### src/rtl/tick_counter.sv
// tick_counter: prescaled timebase that steps a small up/down/ping-pong counter.
// Drives board LEDs and provides the one-cycle tick shared by later labs.
module tick_counter #(
   parameter int unsigned CLKS_PER_TICK = 125_000_000,
   parameter int unsigned WIDTH         = 4,
   parameter bit          SATURATE      = 1'b0
) (
   input  logic             clk,
   input  logic             rst,
   input  logic             ce,
   input  logic [1:0]       mode,
   input  logic             load,
   input  logic [WIDTH-1:0] load_value,
   output logic [WIDTH-1:0] value,
   output logic             tick,
   output logic             tc
);

   localparam int unsigned PW =
      (CLKS_PER_TICK > 1) ? $clog2(CLKS_PER_TICK) : 1;
   localparam logic [PW-1:0] LAST = PW'(CLKS_PER_TICK - 1);
   localparam logic [PW-1:0] P_ONE = PW'(1);

   localparam logic [WIDTH-1:0] MAX  = '1;
   localparam logic [WIDTH-1:0] ZERO = '0;
   localparam logic [WIDTH-1:0] ONE  = WIDTH'(1);

   typedef enum logic [1:0] {
      M_UP   = 2'b00,
      M_DOWN = 2'b01,
      M_PING = 2'b10,
      M_HOLD = 2'b11
   } mode_e;

   typedef enum logic {
      DIR_UP   = 1'b0,
      DIR_DOWN = 1'b1
   } dir_e;

   logic [PW-1:0]    presc_q;
   logic             step;
   logic [WIDTH-1:0] nxt_value;
   logic             nxt_tc;
   dir_e             pp_dir;
   dir_e             dir_q;
   dir_e             dir_d;

   // a step happens on the last prescaler count while enabled
   assign step = ce && (presc_q == LAST);

   // next count, terminal-count flag and ping-pong direction for a step
   always_comb begin
      nxt_value = value;
      nxt_tc    = 1'b0;
      pp_dir    = dir_q;
      unique case (mode_e'(mode))
         M_UP: begin
            if (value == MAX) begin
               nxt_value = SATURATE ? MAX : ZERO;
               nxt_tc    = 1'b1;
            end else begin
               nxt_value = value + ONE;
            end
         end
         M_DOWN: begin
            if (value == ZERO) begin
               nxt_value = SATURATE ? ZERO : MAX;
               nxt_tc    = 1'b1;
            end else begin
               nxt_value = value - ONE;
            end
         end
         M_PING: begin
            if (dir_q == DIR_UP) begin
               if (value == MAX) begin
                  // entered at the top while heading up: turn quietly
                  nxt_value = value - ONE;
                  pp_dir    = DIR_DOWN;
               end else begin
                  nxt_value = value + ONE;
                  if (value == MAX - ONE) begin
                     pp_dir = DIR_DOWN;
                     nxt_tc = 1'b1;
                  end
               end
            end else begin
               if (value == ZERO) begin
                  // entered at the bottom while heading down: turn quietly
                  nxt_value = ONE;
                  pp_dir    = DIR_UP;
               end else begin
                  nxt_value = value - ONE;
                  if (value == ONE) begin
                     pp_dir = DIR_UP;
                     nxt_tc = 1'b1;
                  end
               end
            end
         end
         M_HOLD: begin
            nxt_value = value;
         end
      endcase
   end

   // direction next-state: load forces up, a step takes the ping-pong result
   always_comb begin
      dir_d = dir_q;
      if (load) begin
         dir_d = DIR_UP;
      end else if (step) begin
         dir_d = pp_dir;
      end
   end

   // direction state register
   always_ff @(posedge clk or posedge rst) begin
      if (rst) begin
         dir_q <= DIR_UP;
      end else begin
         dir_q <= dir_d;
      end
   end

   // prescaler: free-runs while enabled, cleared by load or a step
   always_ff @(posedge clk or posedge rst) begin
      if (rst) begin
         presc_q <= '0;
      end else if (load || step) begin
         presc_q <= '0;
      end else if (ce) begin
         presc_q <= presc_q + P_ONE;
      end
   end

   // counter value: load wins over a coincident step
   always_ff @(posedge clk or posedge rst) begin
      if (rst) begin
         value <= '0;
      end else if (load) begin
         value <= load_value;
      end else if (step) begin
         value <= nxt_value;
      end
   end

   // one-cycle tick and terminal-count pulses
   always_ff @(posedge clk or posedge rst) begin
      if (rst) begin
         tick <= 1'b0;
         tc   <= 1'b0;
      end else begin
         tick <= step && !load;
         tc   <= step && !load && nxt_tc;
      end
   end

endmodule

### config.mk
export PLATFORM = sky130hd
export DESIGN_NAME = tick_counter
export DESIGN_NICKNAME = d
export VERILOG_FILES = /design/src/rtl/tick_counter.sv
export SDC_FILE = /design/constraint.sdc
export NUM_CORES = 1
export LEC_CHECK = 0
export ABC_CLOCK_PERIOD_IN_PS = 3100
export CORE_ASPECT_RATIO = 0.7
export CORE_MARGIN = 2
export CORE_UTILIZATION = 28
export CTS_CLUSTER_SIZE = 14
export DETAILED_ROUTE_END_ITERATION = 8
export PLACE_DENSITY_LB_ADDON = 0.05
export RECOVER_POWER = 25
export SLEW_MARGIN = 10
export SYNTH_ARGS = -nofsm -noshare
export SYNTH_HDL_FRONTEND = slang
export SYNTH_SLANG_ARGS = --single-unit
### constraint.sdc
create_clock -name clk -period 3.1 [get_ports clk]
set_clock_uncertainty 0.1 [all_clocks]
set_input_delay 0.93 -clock clk [delete_from_list [all_inputs] [get_ports clk]]
set_output_delay 0.93 -clock clk [all_outputs]
set_load 0.02 [all_outputs]
==> impl_metrics.tcl <==
set metrics [dict create \
    outcome "complete, no violations" \
    dp_worst_setup_slack_ps 81.1 \
    slew_viol_final 0 \
    crit_path_frequent_cell "or4_1" \
    vdd_drop_max_mv 0.181 \
    netlist.area_leader.share_pct 39.0 \
    wl_per_cell_um 15.4 \
    drv_cap 0 \
    tns_ps 0 \
    synth.top_cells.by_count "40 x nor2_1, 34 x dfrtp_1, 19 x xor2_1" \
    p_int_uw 671 \
    timing_hold_violations_final 0 \
    startpoint_type "input port" \
    post-synth-top-count-cell "nor2_1" \
    grt_usage_pct 14.9 \
    fill_cells 804 \
    syn_inst 249 \
    drtIter0Drc 79 \
    firstDrtPassIters 4 \
    rsz0062_at_grt "false" \
    max_freq_ghz 0.368 \
    cts.sinks 34 \
    postCtsSetupBuffers 0 \
    antenna_cells 0 \
    async_flop_share_pct 100 \
    p_sw_uw 255 \
    worstPathMaxFanout 2 \
    dieArea_mm2 0.00853 \
    post_cts_resized 0 \
    gp_congestion 0.770 \
    slowest_stage "or4_1" \
    dp_hpwl_um 4180 \
    min_path_type "reg2reg" \
    synth_nets 270 \
    p_comb_share_pct 16.2 \
    drive_gt1_share_pct 8.39 \
    fin_crit_sh_pct 87.7 \
    p_leak_uw 0.00108 \
    sw_frac_of_total_pct 27.6 \
    core_mm2 0.00742 \
    criticalPathCategory "in2reg" \
    cts_buffer_depth 2 \
    start_util_pct 29.4 \
    numPortBuffers 15 \
    grt_pass1_vias 1724 \
    seqPwrFrac_pct 50.3 \
    cts_root_buf "clkbuf_8" \
    synth_seq_area_share_pct 39.0 \
    worstMarginPinSlew_ps 879 \
    netlist_area_mm2 0.00218 \
    clk_pin_slew_ps 70 \
    clock_latency_ps 290 \
    cp_top_family "simple AND/OR/NAND/NOR gates" \
    path_cells "clkdlybuf4s50_1 -> nand3_1 -> or4_1 -> or2_1 -> or4_1 -> a21oi_1" \
    antenna_found_initial 0 \
    num_vias 1853 \
    p_per_area_mw_per_mm2 357 \
    synth_edf_count 0 \
    setup_violations 0 \
    synth.largest_area_cell "dfrtp_1" \
    arrival_ps 2840 \
    overflow 0 \
    grt_max_degree 35 \
    io_pins 16 \
    wl_um 5740 \
    viasPerCell 4.98 \
    numCtsBuffers 5 \
    maxSlewHeadroom_pct 41.4 \
    dieWidth_um 110 \
    h-tree-depth 2 \
    clkPwrFrac_pct 33.6 \
    end_kind "flop" \
    cts_tree "done" \
    ys_top_cells_by_area "dfrtp_1 39%, xor2_1 7.6%, nor2_1 6.9%, ha_1 6.3%, xnor2_1 4.0%" \
    crit_buf_inv 1 \
    fin_ws_ps 380 \
    ant_nets 0 \
    grt_pass1_wl_um 9600 \
    slowest_delay_ps 510 \
    synth.distinct_cells 41 \
    die_h_um 77.9 \
    period_needed_ps 2720 \
    worstPathRequired_ps 3220 \
    avgSynthCellArea_um2 8.76 \
    final_nets 295 \
    synth_ff_type "dfrtp_1" \
    post-route-util_pct 35.1 \
    synth_seq_cells 34 \
    ys_warn_count 0 \
    row_count 26 \
    route.detailed.drc 0 \
    area_growth_pct 19.2 \
    ctsHoldBuffers 0 \
]
power groups by stage:
stage / Sequential (uW) / Combinational, uW / Clock [uW]
6_report: 466 / 150 / 311
5_1_grt: 467 / 169 / 353
4_1_cts: 466 / 152 / 329
3_5_place_dp: 474 / 151 / 0
3_3_place_gp: 475 / 154 / 0
2_1_floorplan: 473 / 91.8 / 0
kinds of logic after synthesis:
kind of cell	count (synthesis)	share of synthesized area [%]
AOI/OAI and AO/OA	33	10.0
xor gates and xnor gates	29	11.6
adders and majority gates	11	6.31
buffers and inverters	22	4.01
DFF	34	39.0
muxes	3	1.43
and+or+nand+nor	117	27.6
final cells by class:
cell class	instances	area, um^2	area share (%)
timing repair buffer	29	265	10.2
multi-input combinational	193	1240	47.8
tap	98	123	4.72
sequential	34	851	32.7
clock buffer	7	76.3	2.94
inverter	11	41.3	1.59
cells in the final DEF (no fill, tap or decap), types with 3 or more instances in the layout:
cell type,count
nor2_1,40
dfrtp_1,34
xor2_1,19
nand2_1,17
clkdlybuf4s50_1,14
nand3_1,12
buf_4,12
inv_1,11
nand4_1,11
ha_1,11
and3_1,10
xnor2_1,10
a21oi_1,9
nor3_1,6
nor4_1,5
clkbuf_8,5
nor3b_1,3
nand2b_1,3
o21ai_0,3
a31oi_1,3
o311ai_0,3
o22ai_1,3
per-stage QoR:
step | total power [uW] | hold slack, ps | instances | cell area, um^2
after floorplan | 565 | 397 | 249 | 2180
after global placement | 629 | 429 | 365 | 2530
after detailed placement | 625 | 435 | 365 | 2530
after CTS | 947 | 452 | 372 | 2600
after global routing | 988 | 511 | 372 | 2600
final | 927 | 450 | 372 | 2600
state kept, by name, indices dropped and copies added (netlist names):
| name | count |
|---|---|
| presc_q | 27 |
| dir_q | 1 |
| tc | 1 |
| value | 4 |
| tick | 1 |
worst register-to-register path, delay by kind of cell (launching register included):
kind                     cells  cell delay (ps)
flip-flops                   1              410
AND/OR/NAND/NOR              4             1290
AO/OA/AOI/OAI                1              140
adder cells (fa/ha/maj)      1              250
per-layer routing:
layer	wire, um	up-vias	part of all wire (%)	GRT usage, %
li1	-	927	-	-
met1	3340	876	58	25.3
met2	2020	43	35	16.7
met3	323	7	5.6	4.37
met4	51	0	0.89	4.18
met5	0	-	0	0
path summary, 6_finish.rpt:
path | from | to | slack [ps] | cells past startpoint
setup / recovery | ce | dir_q$_DFFE_PP0P_ | 380 | 6
min in group asynchronous | rst | presc_q[4]$_DFFE_PP0P_ | 1240 | 3
hold / removal | presc_q[26]$_DFFE_PP0P_ | presc_q[26]$_DFFE_PP0P_ | 450 | 2
max in group asynchronous | rst | tick$_DFF_PP0_ | 1110 | 3
setup reg to reg | presc_q[0]$_DFFE_PP0P_ | dir_q$_DFFE_PP0P_ | 830 | 6
hold reg to reg | presc_q[26]$_DFFE_PP0P_ | presc_q[26]$_DFFE_PP0P_ | 450 | 2
(Power assumes the default switching activity.)
==> RTL edit 1: new RTL, config.mk and constraints unchanged <==
`CLKS_PER_TICK`: 125_000_000 -> 62_500_000.
--- a/src/rtl/tick_counter.sv
+++ b/src/rtl/tick_counter.sv
@@ -3,3 +3,3 @@
 module tick_counter #(
-   parameter int unsigned CLKS_PER_TICK = 125_000_000,
+   parameter int unsigned CLKS_PER_TICK = 62_500_000,
    parameter int unsigned WIDTH         = 4,
Formal check against the unedited RTL: no difference found for any inputs over 10 cycles, from zero or initial values and one cycle with rst high; that may be too few to reach the edited logic, so the function may still have changed.
==> RTL edit 1 against the unedited design <==
Sequential share of layout area is 0.82 points lower. Synthesized area is 0.52% lower. Power is 10% higher. Cell area is 0.43% lower. Sequential cell count is 1 lower. Routed wire length is 5.8% lower. Worst setup slack better by 79 ps. Global-route usage is 0.20 points lower. Sequential power is 2% lower. Die area is 0.49% lower.
==> RTL edit 1: results (changes against the unedited design) <==
minimum clock period=2640 ps (was 2720 ps); vias in the first global route=1695 (was 1724); startpoint of the lowest-slack hold path=presc_q[25]$_DFFE_PP0P_ (was presc_q[26]$_DFFE_PP0P_); GRT Total Usage=14.7% (was 14.9%); top post-synthesis cells by count=nor2_1, dfrtp_1, xor2_1 (unchanged); pin count of the biggest net entering global routing=34 (was 35); Worst Tran Pin Value=844 ps (was 879 ps); Leak=1.07 nW (was 1.08 nW); fraction of layout instances using a drive strength above 1=10.6% (was 8.39%); GRT met2 Usage=18.1% (was 16.7%); Final Core Density=34.9% (was 35.1%); total routed wirelength=5.40 mm (was 5.74 mm); dpl cell area=0.00247 mm² (was 0.00253 mm²); met2 WL=1.97 mm (was 2.02 mm); fraction of cell area in non-clock buffers=9.38% (was 10.2%); complex-gate fraction of the synthesized area=11.9% (was 10.0%); Final HPWL DP=4.03 mm (was 4.18 mm); global placement routability congestion=0.757 (was 0.770); slowest stage delay, CP=590 ps (was 510 ps); Final Hold Slack=439 ps (was 450 ps); Adder-Cell Fraction of Synth Area=6.34% (was 6.31%); CP Max Fanout=6 (was 2); Syn Inst Count=240 (was 249); WL met3=234 µm (was 323 µm); fin nets=283 (was 295); Peak VDD IR=0.205 mV (was 0.181 mV); CP max-delay cell=or4_4 (was or4_1); Post-Syn Nets=261 (was 270); Iter 0 DRT Violations=81 (was 79); Psw=0.260 mW (was 0.255 mW); non-clock inverter count=8 (was 11); vias=1789 (was 1853); status=complete, no violations (unchanged)
[RTL edit 1: cell types whose count changed in the layout (fill, tap and decap cells not counted), moves of 3 or more]
| cell | delta |
|---|---|
| and3_1 | -5 |
| nor2_1 | -5 |
| xnor2_1 | -5 |
| nor4_1 | -4 |
| and4_1 | +3 |
| buf_4 | -3 |
| inv_1 | -3 |
| nor2b_1 | +3 |
[RTL edit 1: power by group through the flow]
stage	Clock (mW)	Combinational, mW	Sequential [mW]
2_1_floorplan	0	0.0944	0.460
3_3_place_gp	0	0.150	0.464
3_5_place_dp	0	0.148	0.464
4_1_cts	0.436	0.149	0.456
5_1_grt	0.461	0.165	0.458
6_report	0.422	0.146	0.456
[RTL edit 1: logic make-up after synthesis]
family | after synthesis
flip-flops | 33
buffers and inverters | 19
adder cells (fa/ha/maj) | 11
AO/OA/AOI/OAI | 37
AND/OR/NAND/NOR | 114
multiplexers | 2
XOR/XNOR | 24
==> RTL edit 2: new RTL, config.mk and constraints unchanged <==
Made on the original files. Register the inputs `ce`, `mode`, `load` and `load_value` before use, cleared by the reset. The logic sees them one clock later.
--- a/src/rtl/tick_counter.sv
+++ b/src/rtl/tick_counter.sv
@@ -39,2 +39,21 @@
 
+   logic ce_q;
+   logic [1:0] mode_q;
+   logic load_q;
+   logic [WIDTH-1:0] load_value_q;
+
+   always_ff @(posedge clk or posedge rst) begin
+      if (rst) begin
+         ce_q         <= '0;
+         mode_q       <= '0;
+         load_q       <= '0;
+         load_value_q <= '0;
+      end else begin
+         ce_q         <= ce;
+         mode_q       <= mode;
+         load_q       <= load;
+         load_value_q <= load_value;
+      end
+   end
+
    logic [PW-1:0]    presc_q;
@@ -48,3 +67,3 @@
    // a step happens on the last prescaler count while enabled
-   assign step = ce && (presc_q == LAST);
+   assign step = ce_q && (presc_q == LAST);
 
@@ -55,3 +74,3 @@
       pp_dir    = dir_q;
-      unique case (mode_e'(mode))
+      unique case (mode_e'(mode_q))
          M_UP: begin
@@ -108,3 +127,3 @@
       dir_d = dir_q;
-      if (load) begin
+      if (load_q) begin
          dir_d = DIR_UP;
@@ -128,5 +147,5 @@
          presc_q <= '0;
-      end else if (load || step) begin
+      end else if (load_q || step) begin
          presc_q <= '0;
-      end else if (ce) begin
+      end else if (ce_q) begin
          presc_q <= presc_q + P_ONE;
@@ -139,4 +158,4 @@
          value <= '0;
-      end else if (load) begin
-         value <= load_value;
+      end else if (load_q) begin
+         value <= load_value_q;
       end else if (step) begin
@@ -152,4 +171,4 @@
       end else begin
-         tick <= step && !load;
-         tc   <= step && !load && nxt_tc;
+         tick <= step && !load_q;
+         tc   <= step && !load_q && nxt_tc;
       end
Formal check against the unedited RTL: not equivalent (Yosys sat finds a counterexample within 4 cycles, from zero or initial values and one cycle with rst high).
==> RTL edit 2 against the unedited design <==
Worst setup slack better by 150 ps. Power rose by 52%. Routed wire length is 8.2% lower. Critical endpoint is now value[2]. Synthesized area up 9.8%. Utilization is 1.6 points lower. Sequential share of layout area up 4.8 points. Cell area is 7.6% higher. Die area rose by 9.4%. Sequential cell count increased by 8.
==> RTL edit 2: results (changes against the unedited design) <==
vias in the first global route=1710 (was 1724); Final Core Density=33.4% (was 35.1%); pin count of the biggest net entering global routing=28 (was 35); top post-synthesis cells by count=dfrtp_1, xor2_1, nor2_1 (was nor2_1, dfrtp_1, xor2_1); Leak=1.21 nW (was 1.08 nW); Slew headroom=56.8% (was 41.4%); Iter 0 DRT Violations=124 (was 79); met3 GRT Util=3.81% (was 4.37%); root buf cell=clkbuf_16 (was clkbuf_8); Post-Syn Nets=260 (was 270); total routed wirelength=5.26 mm (was 5.74 mm); largest cells by area after synthesis=dfrtp_1, xor2_1, ha_1 (was dfrtp_1, xor2_1, nor2_1); Fmax=0.389 GHz (was 0.368 GHz); Final HPWL DP=3.81 mm (was 4.18 mm); delay-heaviest family, CP=buffers and inverters (was simple AND/OR/NAND/NOR gates); CP Launch Point=value[2]$_DFFE_PP0P_ (was ce); pre-CTS setup slack=751 ps (was 81.1 ps); bufs w/o clock=20 (was 29); Worst EP arrival=1540 ps (was 2840 ps); biggest regs=presc_q: 27 flops, load_value_q: 4 flops, value: 4 flops (was presc_q: 27 flops, value: 4 flops); #MultiIn Comb=176 (was 193); Yosys cell types=49 (was 41); fraction of layout instances using a drive strength above 1=12.9% (was 8.39%); fin nets=276 (was 295); GRT Total Usage=13.0% (was 14.9%); reg-to-reg startpoint=value[0]$_DFFE_PP0P_ (was presc_q[0]$_DFFE_PP0P_); slowest stage delay, CP=680 ps (was 510 ps); Finished Layout Cells=361 (was 372); placed cell count=353 (was 365); status=complete, no violations (unchanged); flop2flop setup slack=710 ps (was 830 ps); area occupied by registers=0.00105 mm² (was 851 µm²); Syn Inst Count=239 (was 249); GR Layer Usage met1=20.4% (was 25.3%)
-- RTL edit 2: cell types whose count changed in the layout (fill, tap and decap cells not counted), moves of 5 or more --
cell / before / now
nor2_1: 40 / 19
nor2_2: 0 / 10
clkdlybuf4s50_1: 14 / 6
dfrtp_1: 34 / 42
dlygate4sd3_1: 1 / 9
buf_4: 12 / 5
clkbuf_16: 0 / 5
clkbuf_8: 5 / 0
-- RTL edit 2: logic make-up (layout without fill, tap and decap cells) --
family,Yosys count,count (layout),share of synthesized area (%)
simple gates,105,105,25.3
fa+ha+maj,11,11,5.74
flops,42,42,43.9
compound gates,26,26,7.15
mux,7,7,3.03
xor+xnor,27,27,9.87
buf+inv,21,38,5.01
-- RTL edit 2: power breakdown --
group / internal (mW) / switching (mW)
sequential: 0.568 / 0.0398
clock: 0.377 / 0.221
combinational: 0.0934 / 0.106
total: 1.04 / 0.367
